## config.mk

```make
export PLATFORM = sky130hd
export DESIGN_NAME = loop_seq_gen
export DESIGN_NICKNAME = d
export VERILOG_FILES = /design/src/rtl/loop_seq_pkg.sv /design/src/rtl/loop_counter.sv /design/src/rtl/loop_seq_gen.sv
export SDC_FILE = /design/constraint.sdc
export NUM_CORES = 1
export LEC_CHECK = 0
export ABC_AREA = 1
export ABC_CLOCK_PERIOD_IN_PS = 2200
export BUFFER_PORTS_ARGS = -buffer_cell sky130_fd_sc_hd__buf_2
export CORE_ASPECT_RATIO = 0.5
export CORE_MARGIN = 1.5
export CORE_UTILIZATION = 50
export CTS_CLUSTER_SIZE = 30
export DETAILED_ROUTE_END_ITERATION = 16
export HOLD_SLACK_MARGIN = 0.03
export MAX_ROUTING_LAYER = met4
export PLACE_DENSITY = 0.73
export SETUP_SLACK_MARGIN = 0.4
export SYNTH_ARGS = -nofsm -noshare
export SYNTH_HDL_FRONTEND = slang
export SYNTH_SLANG_ARGS = --single-unit
```

## constraint.sdc

```tcl
create_clock -name clk -period 2.2 [get_ports clk]
set_input_delay 0.11 -clock clk [delete_from_list [all_inputs] [get_ports clk]]
set_output_delay 0.11 -clock clk [all_outputs]
set_load 0.02 [all_outputs]
```

## src/rtl/loop_seq_pkg.sv

```systemverilog
// Shared types and default sizing for the nested-loop sequence generator.
package loop_seq_pkg;

    localparam int unsigned OUTER_N_DEF = 3;
    localparam int unsigned INNER_N_DEF = 3;
    localparam int unsigned CW_DEF      = 8;

    typedef enum logic [1:0] {
        IDLE = 2'd0,
        RUN  = 2'd1,
        DONE = 2'd2
    } state_e;

endpackage

```

## src/rtl/loop_counter.sv

```systemverilog
// Modulo-N counter with clear, enable and a terminal-count (wrap) flag.
module loop_counter #(
    parameter int unsigned N = 3,
    parameter int unsigned W = 8
) (
    input  logic         clk,
    input  logic         rst_n,
    input  logic         en_i,
    input  logic         clr_i,
    output logic [W-1:0] cnt_o,
    output logic         wrap_o
);

    localparam logic [W-1:0] LAST = W'(N - 1);
    localparam logic [W-1:0] ONE  = W'(1);

    logic [W-1:0] cnt_q, cnt_d;

    always_comb begin
        cnt_d = cnt_q;
        if (clr_i) begin
            cnt_d = '0;
        end else if (en_i) begin
            cnt_d = (cnt_q == LAST) ? '0 : cnt_q + ONE;
        end
    end

    always_ff @(posedge clk or negedge rst_n) begin
        if (!rst_n) begin
            cnt_q <= '0;
        end else begin
            cnt_q <= cnt_d;
        end
    end

    // High while the count sits on its last value; the next enable wraps it.
    assign wrap_o = (cnt_q == LAST);
    assign cnt_o  = cnt_q;

endmodule

```

## src/rtl/loop_seq_gen.sv

```systemverilog
// Nested (i, j) loop beat generator with valid/ready output, a per-pass
// counter and a cumulative counter that survives across runs.
module loop_seq_gen
    import loop_seq_pkg::*;
#(
    parameter int unsigned OUTER_N = OUTER_N_DEF,
    parameter int unsigned INNER_N = INNER_N_DEF,
    parameter int unsigned CW      = CW_DEF
) (
    input  logic          clk,
    input  logic          rst_n,
    input  logic          start,
    output logic          out_valid,
    input  logic          out_ready,
    output logic [7:0]    out_i,
    output logic [7:0]    out_j,
    output logic [CW-1:0] auto_cnt,
    output logic [CW-1:0] static_cnt,
    output logic          busy,
    output logic          done
);

    if (OUTER_N < 1 || OUTER_N > 255) begin : g_bad_outer
        $error("loop_seq_gen: OUTER_N must be in 1..255");
    end
    if (INNER_N < 1 || INNER_N > 255) begin : g_bad_inner
        $error("loop_seq_gen: INNER_N must be in 1..255");
    end

    localparam logic [CW-1:0] ONE = CW'(1);

    state_e        state_q, state_d;
    logic [CW-1:0] auto_q, auto_d;
    logic [CW-1:0] static_q, static_d;
    logic          launch, hs, fin, adv;
    logic          i_wrap, j_wrap;

    assign launch = (state_q == IDLE) && start;
    assign hs     = (state_q == RUN) && out_ready;
    assign fin    = hs && i_wrap && j_wrap;
    // The final beat does not advance the counters, so i/j hold their last values.
    assign adv    = hs && !fin;

    loop_counter #(.N(INNER_N), .W(8)) u_j (
        .clk    (clk),
        .rst_n  (rst_n),
        .en_i   (adv),
        .clr_i  (launch),
        .cnt_o  (out_j),
        .wrap_o (j_wrap)
    );

    loop_counter #(.N(OUTER_N), .W(8)) u_i (
        .clk    (clk),
        .rst_n  (rst_n),
        .en_i   (adv && j_wrap),
        .clr_i  (launch),
        .cnt_o  (out_i),
        .wrap_o (i_wrap)
    );

    always_comb begin
        state_d = state_q;
        unique case (state_q)
            IDLE:    if (start) state_d = RUN;
            RUN:     if (fin)   state_d = DONE;
            DONE:    state_d = IDLE;
            default: state_d = IDLE;
        endcase
    end

    always_comb begin
        auto_d   = auto_q;
        static_d = static_q;
        if (launch) begin
            auto_d   = ONE;
            static_d = static_q + ONE;
        end else if (adv) begin
            auto_d   = j_wrap ? ONE : auto_q + ONE;
            static_d = static_q + ONE;
        end
    end

    always_ff @(posedge clk or negedge rst_n) begin
        if (!rst_n) begin
            state_q  <= IDLE;
            auto_q   <= '0;
            static_q <= '0;
        end else begin
            state_q  <= state_d;
            auto_q   <= auto_d;
            static_q <= static_d;
        end
    end

    assign out_valid  = (state_q == RUN);
    assign busy       = (state_q == RUN);
    assign done       = (state_q == DONE);
    assign auto_cnt   = auto_q;
    assign static_cnt = static_q;

endmodule

```

==> metrics.md, run 1 <==
| Metric | Value |
|---|---|
| Final worst path period need | 1.62 ns |
| Data required time at the worst endpoint | 2.38 ns |
| Maximum fanout count along the critical path | 8 |
| Final setup violating endpoints | 0 |
| Run status | complete, no violations |
| Number of enable flip-flop cells after synthesis | 0 |
| Synthesis-stage register bit count | 34 |
| Placed Cells | 395 |
| Clock Path Buffers | 2 |
| Share of the cycle needed by the critical path after routing | 73.7% |
| Power Density | 1120 mW/mm2 |
| DP Wirelength | 3600 um |
| Post-route non-filler standard cell count | 409 |
| Count of nets left with antenna violations after detail routing | 0 |
| CTS Buf Count | 5 |
| Area overhead of the layout relative to synthesis | 16.3% |
| Antenna diode count | 0 |
| Die width | 97.1 um |
| Full die area | 0.00486 mm2 |
| Cell with the most instances on the worst path | nand2_1 |
| Synth Net Count | 320 |
| Iteration-0 DRC Markers | 150 |
| IO Count | 39 |
| Clk Latency, worst-skew pair | 0.28 ns |
| Total overflow reported by the global router | 0 |
| Type of origin of the critical path | flop |
| First-pass GRT wire length | 8700 um |
| Share of flip-flops with an asynchronous set or reset after synthesis | 100% |
| Leakage | 1.45 nW |
| Final layout net count | 365 |
| Height of the die | 50.1 um |
| Max-capacitance violation count | 0 |
| Root Driver | clkbuf_8 |
| Clock-pin slew on the worst setup and hold paths | 0.07 ns |
| Main synth FF type | dfrtp_1 |
| Synthesis Warnings | 0 |
| Routability congestion estimate from global placement | 0.867 |
| Detail-routed net length per standard cell | 12.4 um |
| Share of final-layout standard cells stronger than drive strength 1 | 20.8% |
| Clock skew after layout | 0.00473 ns |
| Number of I/O port buffers | 38 |
| Cell at the slowest stage of the critical path | dfrtp_1 |
| Endpoint class of the critical path | flop |
| Cell breakdown of the critical path | inv_1, ha_1, nand2_1, nor2_2, nand2_1, o21ai_4, buf_12, nand2_2, nand2_1, nand2_1 |
| Total count of max-transition violations in the final report | 0 |
| Path category of the worst min-delay check | input port to flop |
| Wire length reported by the detailed router | 5080 um |
| Vias per std cell | 5.11 |
| Largest stage delay on the critical path | 0.39 ns |
| Post-synthesis instance total | 310 |
| Number of design rule violations left after detail routing | 0 |
| Sum of negative setup slack | 0 ns |
| Unrepaired setup endpoints after global routing | no |
| First-pass detailed-route iteration total | 4 |
| Endpoints failing hold | 0 |
| Signal arrival time at the worst endpoint | 1.80 ns |
| Utilization after layout | 63.4% |
| Antenna violations before repair | 0 |
| Most common library cell in the layout ignoring fill and taps | nand2_1 |
| WS Path Type | flop to flop |
| Maximum number of pins on one net before global-route repair | 35 |
| Maximum clock frequency | 617 MHz |
| TritonCTS clock tree | yes |
| Peak supply drop | 0.483 mV |
| Post-layout power | 2.90 mW |
| Starting utilization of the core area | 54.5% |
| Max-slew headroom | 48.4% |
| Via Count | 2092 |
| Number of sinks driven by the clock tree | 34 |
| Max H-tree Level | 2 |
| Standard-cell rows | 16 |
| Actual transition at the worst max-transition pin | 0.774 ns |
| Commonest cells after routing, fill and taps aside | 98 x nand2_1, 50 x nand3_1, 38 x buf_2 |
| Post-Synthesis Cell Area | 0.00222 mm2 |
| Number of distinct library cells after synthesis | 29 |
| Post-synthesis sequential area ratio | 38.4% |
| Total routing usage reported by global routing | 23.1% |
| Standard cell core area | 0.00406 mm2 |
| Syn avg cell area | 7.15 um2 |
| Vias in the first global route | 1961 |
## state kept, by name, indices dropped and copies added (netlist names)
name / cells
auto_cnt: 8
state_q: 2
static_cnt: 8
u_i.cnt_o: 8
u_j.cnt_o: 8
## stage by stage
stage	cell area, um2	hold slack, ns	setup WS (ns)
final	2580	0.375	0.579
after detailed placement	2420	0.235	0.429
after global routing	2580	0.401	0.410
after global placement	2420	0.229	0.508
after floorplan	2220	-0.186	0.563
after CTS	2510	0.385	0.424
## cells by family (layout without fill, tap and decap cells)
kind of cell / Yosys count / after routing / share of synthesized area, %
xor+xnor: 12 / 12 / 4.74
fa+ha+maj: 6 / 6 / 3.39
compound gates: 9 / 9 / 3.16
simple gates: 205 / 206 / 40.7
buf+inv: 44 / 88 / 9.60
flops: 34 / 34 / 38.4
## synth_stat cells (3+ instances only)
cell,number,area [um2]
a21oi_1,3,15.0
buf_4,3,22.5
buf_6,4,45.0
clkbuf_1,3,11.3
dfrtp_1,34,851
ha_1,6,75.1
inv_1,26,97.6
inv_2,6,22.5
nand2_1,99,372
nand3_1,50,250
nor2_1,35,131
nor2_2,3,18.8
nor3_1,6,30.0
o21ai_0,4,20.0
xnor2_1,4,35.0
xor2_1,8,70.1
## final timing paths
check / to / slack, ns / cells past startpoint / from
worst max-delay path: auto_cnt[6] / 0.58 / 10 / u_i.cnt_o[0]
worst min-delay path: state_q[1] / 0.38 / 4 / out_ready
worst max register to register: auto_cnt[6] / 0.58 / 10 / u_i.cnt_o[0]
worst min register to register: state_q[0] / 0.54 / 3 / state_q[1]
max in group asynchronous: static_cnt[1] / 1.27 / 2 / rst_n
min in group asynchronous: u_i.cnt_o[4] / 0.44 / 2 / rst_n
## metal layers
metal	up-vias	track usage, %	part of all wire [%]
li1	1065	-	-
met1	965	28.9	48
met2	62	37.6	46
met3	0	6.95	5.9
met4	0	4.59	0
met5	-	-	0
## what timing repair did
item / in CTS / in global routing
hold endpoints to repair: 34 / 0
buffers inserted: 0 / 5
gates resized for setup: 0 / 4
hold buffers: 1 / 0
setup endpoints to repair: 0 / 32
## critical path, delay by kind of cell (launching register included)
family	cells	cell delay (ns)
and+or+nand+nor	6	0.53
DFF	1	0.39
buffers and inverters	2	0.24
AOI/OAI and AO/OA	1	0.18
adders and majority gates	1	0.17
## final cells by class
cell class,count,area (um2)
Fill cell,373,1490
Sequential cell,34,851
Timing Repair Buffer,48,284
Multi-Input combinational cell,233,1170
Clock buffer,7,76.3
Tap cell,54,67.6
Inverter,33,129
## power by group
group | internal, mW | switching (mW) | leakage (nW)
registers | 0.784 | 0.217 | 0.450
clock network | 0.218 | 0.216 | 0.0383
logic | 0.541 | 0.922 | 0.963
total | 1.54 | 1.35 | 1.45
(Power assumes the default switching activity.)
==> run 2, diff against run 1 <==
--- a/config.mk
+++ b/config.mk
@@ -5,8 +5,8 @@
 export SDC_FILE = /design/constraint.sdc
 export NUM_CORES = 1
 export LEC_CHECK = 0
-export ABC_AREA = 1
-export ABC_CLOCK_PERIOD_IN_PS = 2200
+export ABC_AREA = 0
+export ABC_CLOCK_PERIOD_IN_PS = 1400
 export BUFFER_PORTS_ARGS = -buffer_cell sky130_fd_sc_hd__buf_2
 export CORE_ASPECT_RATIO = 0.5
 export CORE_MARGIN = 1.5
@@ -15,7 +15,7 @@
 export DETAILED_ROUTE_END_ITERATION = 16
 export HOLD_SLACK_MARGIN = 0.03
 export MAX_ROUTING_LAYER = met4
-export PLACE_DENSITY = 0.73
+export PLACE_DENSITY = 0.76
 export SETUP_SLACK_MARGIN = 0.4
 export SYNTH_ARGS = -nofsm -noshare
 export SYNTH_HDL_FRONTEND = slang
==> constraint.sdc (replaced) <==
create_clock -name clk -period 1.4 [get_ports clk]
set_input_delay 0.07 -clock clk [delete_from_list [all_inputs] [get_ports clk]]
set_output_delay 0.07 -clock clk [all_outputs]
set_load 0.02 [all_outputs]
==> run 2 against run 1 <==
The run now ends with negative setup slack left; count of clock-buffer cells in the layout down 2; flip-flop and latch count unchanged; register-to-register slack worse by 1.5 ns; clock power increased by 75%; largest power group unchanged.
==> metrics.md, run 2 <==
| Metric | Value |
|---|---|
| Endpoint class of the critical path | flop |
| Violated checks | negative setup slack |
| Syn avg cell area | 9.50 um2 |
| Sequential cell fraction of total power | 21.3% |
| Routability congestion estimate from global placement | 0.948 |
| Maximum number of pins on one net before global-route repair | 35 |
| Number of sinks driven by the clock tree | 34 |
| Clock power share | 8.9% |
| Max-capacitance violation count | 0 |
| Reg2reg start | u_i.cnt_o[0] |
| Post-Place Worst Slack | -0.807 ns |
| Clock Path Buffers | 2 |
| Total overflow reported by the global router | 0 |
| Unrepaired setup endpoints after global routing | yes |
| Antenna violations before repair | 0 |
| Number of design rule violations left after detail routing | 0 |
| Via Count | 2946 |
| DP Wirelength | 4550 um |
| Path category of the worst min-delay check | input port to flop |
| Share of final-layout standard cells stronger than drive strength 1 | 59.0% |
| Area contributors post-synth | dfrtp_1 42%, nand3_1 3.9%, ha_1 3.7% |
| Fraction of the mapped netlist area in compound gates | 17.9% |
| First-pass detailed-route iteration total | 6 |
| Final setup violating endpoints | 33 |
| Top post-synthesis cells by count | 34 x dfrtp_1, 16 x nand3_1, 14 x nand2_1 |
| Storage element area | 866 um2 |
| Standard-cell rows | 16 |
| Main synth FF type | dfrtp_1 |
| Run status | finished with violations |
| Number of distinct library cells after synthesis | 54 |
| Actual transition at the worst max-transition pin | 0.803 ns |
| Largest stage delay on the critical path | 0.57 ns |
| Synthesis-stage register bit count | 34 |
| Maximum clock frequency | 436 MHz |
| Standard cell core area | 0.00390 mm2 |
| Type of origin of the critical path | flop |
| First-pass GRT wire length | 12700 um |
| Power Density | 2280 mW/mm2 |
| Area overhead of the layout relative to synthesis | 83.6% |
| Post-layout power | 8.51 mW |
| Die width | 93.2 um |
| Number of I/O port buffers | 38 |
| Fraction of synthesized area in multiplexers | 2.03% |
| Maximum fanout count along the critical path | 7 |
| R2r endpoint | auto_cnt[0] |
| Internal power summed over all cells | 4.39 mW |
| Share of the cycle needed by the critical path after routing | 164% |
| Net switching share of the total power | 48.4% |
| End point of the most critical hold path | state_q[0] |
| Switching power total | 4.12 mW |
| Cell depth of the worst min-delay path | 3 |
| Max-slew headroom | 45.1% |
| Commonest cells after routing, fill and taps aside | 66 x buf_6, 57 x buf_4, 22 x dfrtp_1 |
| Top cell type by total area after synthesis | dfrtp_1 |
| Post-route non-filler standard cell count | 398 |
| Root Driver | clkbuf_8 |
| Share of flip-flops with an asynchronous set or reset after synthesis | 100% |
| Starting utilization of the core area | 52.1% |
| Wire length reported by the detailed router | 11500 um |
| Vias in the first global route | 2389 |
| Antenna diode count | 0 |
| Fraction of the mapped netlist area in adder cells | 3.69% |
| Height of the die | 48.1 um |
| Startpoint of the lowest-slack hold path | out_ready |
| Full die area | 0.00448 mm2 |
| Post-synthesis sequential area ratio | 41.9% |
| Clk Latency, worst-skew pair | 0.31 ns |
| Clock skew after layout | 0.0172 ns |
| # fillers | 89 |
| Post-synthesis instance total | 214 |
| Post-synth top area share | 41.9% |
| Total count of max-transition violations in the final report | 0 |
| Sum of negative setup slack | -22.93 ns |
| Placed Cells | 358 |
| Cell at the slowest stage of the critical path | or4_4 |
| Cell breakdown of the critical path | inv_2, ha_4, or4b_4, or4_4, a21oi_4, mux2i_1 |
| Combinational family with the most area after synthesis | simple AND/OR/NAND/NOR gates |
| Synthesized-area fraction occupied by xor and xnor cells | 2.59% |
| IO Count | 39 |
| Max H-tree Level | 2 |
| Count leader, synth | dfrtp_1 |
| Vias per std cell | 7.40 |
| Signal arrival time at the worst endpoint | 2.45 ns |
| Count of cells along the worst register-to-register path | 6 |
| Final worst path period need | 2.29 ns |
| Area share of and/or/nand/nor cells after synthesis | 27.5% |
| Clock-pin slew on the worst setup and hold paths | 0.08 ns |
| Minimum setup slack among reg-to-reg paths | -0.89 ns |
| Number of enable flip-flop cells after synthesis | 0 |
| Final layout net count | 354 |
| WS Path Type | flop to flop |
| Endpoints failing hold | 0 |
| Leakage | 1.62 nW |
| Data required time at the worst endpoint | 1.56 ns |
| Most common library cell in the layout ignoring fill and taps | buf_6 |
| Proportion of power drawn by combinational gates | 69.7% |
| Area used by multi-input combinational logic | 0.00145 mm2 |
| Post-layout worst setup margin | -0.893 ns |
| Post-Synthesis Cell Area | 0.00203 mm2 |
| Iteration-0 DRC Markers | 481 |
| Count of nets left with antenna violations after detail routing | 0 |
| Synth Net Count | 224 |
| TritonCTS clock tree | yes |
| CTS Buf Count | 5 |
| Synthesis Warnings | 0 |
| Total routing usage reported by global routing | 40.6% |
| Detail-routed net length per standard cell | 29.0 um |
| Peak supply drop | 1.83 mV |
==> run 2: changes by cell type in the layout (fill, tap and decap cells not counted), moves of 6 or more <==
| cell | change |
|---|---|
| xor2_1 | -8 |
| dfrtp_1 | -12 |
| dfrtp_2 | +12 |
| nor2_1 | -27 |
| buf_6 | +65 |
| nand2_1 | -86 |
| nor4_4 | +6 |
| nand3_1 | -39 |
| buf_4 | +50 |
| buf_2 | -30 |
| nor4_1 | +6 |
| inv_1 | -20 |
==> run 2: cells by family (layout without fill, tap and decap cells) <==
| kind of cell | after synthesis | in the layout |
|---|---|---|
| buffers and inverters | 20 | 148 |
| XOR/XNOR | 6 | 6 |
| multiplexers | 4 | 4 |
| adder cells (fa/ha/maj) | 6 | 6 |
| AO/OA/AOI/OAI | 48 | 48 |
| flip-flops | 34 | 34 |
| AND/OR/NAND/NOR | 96 | 98 |
==> run 2: power by group through the flow <==
| stage | Sequential (mW) | Combinational, mW | Clock (mW) |
|---|---|---|---|
| floorplan | 2.06 | 1.63 | 0 |
| global placement | 1.61 | 3.51 | 0 |
| detailed placement | 1.63 | 3.64 | 0 |
| CTS | 1.66 | 4.55 | 0.722 |
| global route | 1.81 | 6.05 | 0.775 |
| finish | 1.82 | 5.93 | 0.761 |
==> run 2: worst max-delay path: cells and delay by family (launching register included) <==
kind                       cells  cell delay [ns]
and+or+nand+nor                2             1.06
DFF                            1             0.42
AOI/OAI and AO/OA              1             0.32
muxes                          1             0.14
adders and majority gates      1             0.12
buffers and inverters          1             0.09
==> run 2: per-layer routing <==
metal	track usage (%)	vias to the layer above	wire [um]
li1	-	1091	-
met1	50.3	1337	4060
met2	62.0	375	4670
met3	11.9	143	1710
met4	20.9	0	1100
met5	-	-	0
==> run 2: worst max path at each step <==
stage                       from       endpoint  slack (ns)  cells after the start
global placement    u_i.cnt_o[0]    auto_cnt[6]       -0.73                      6
CTS                 u_j.cnt_o[0]    auto_cnt[6]       -0.75                      6
detailed placement  u_i.cnt_o[0]  static_cnt[4]       -0.81                      8
global route        u_i.cnt_o[0]    auto_cnt[6]       -0.92                      6
floorplan           u_j.cnt_o[0]    auto_cnt[6]       -0.86                      8
finish              u_i.cnt_o[0]    auto_cnt[0]       -0.89                      6
==> run 2: layout make-up <==
type | count | share of cell area (%)
multi-input combinational | 162 | 38.9
timing repair buffer | 133 | 33.1
sequential | 34 | 23.2
clock buffer | 5 | 1.85
tap | 54 | 1.81
inverter | 8 | 0.805
clock inverter | 2 | 0.268
==> run 2: per-stage QoR <==
step / utilization (%) / area [um2] / hold WS [ns]
after floorplan: - / 2120 / -0.226
after global placement: 71.0 / 2770 / 0.128
after detailed placement: 71.0 / 2770 / 0.138
after CTS: 86.4 / 3370 / 0.0852
after global routing: 95.5 / 3730 / 0.106
final: 95.5 / 3730 / 0.0983
==> run 2: repair_timing <==
action                                 CTS  global route
gates resized for setup                109            49
hold buffers                             1             0
gates cloned                             2             0
setup endpoints to repair               63            68
pin swaps                               22            25
endpoints found under the hold margin   34             0
buffers inserted                        14            16
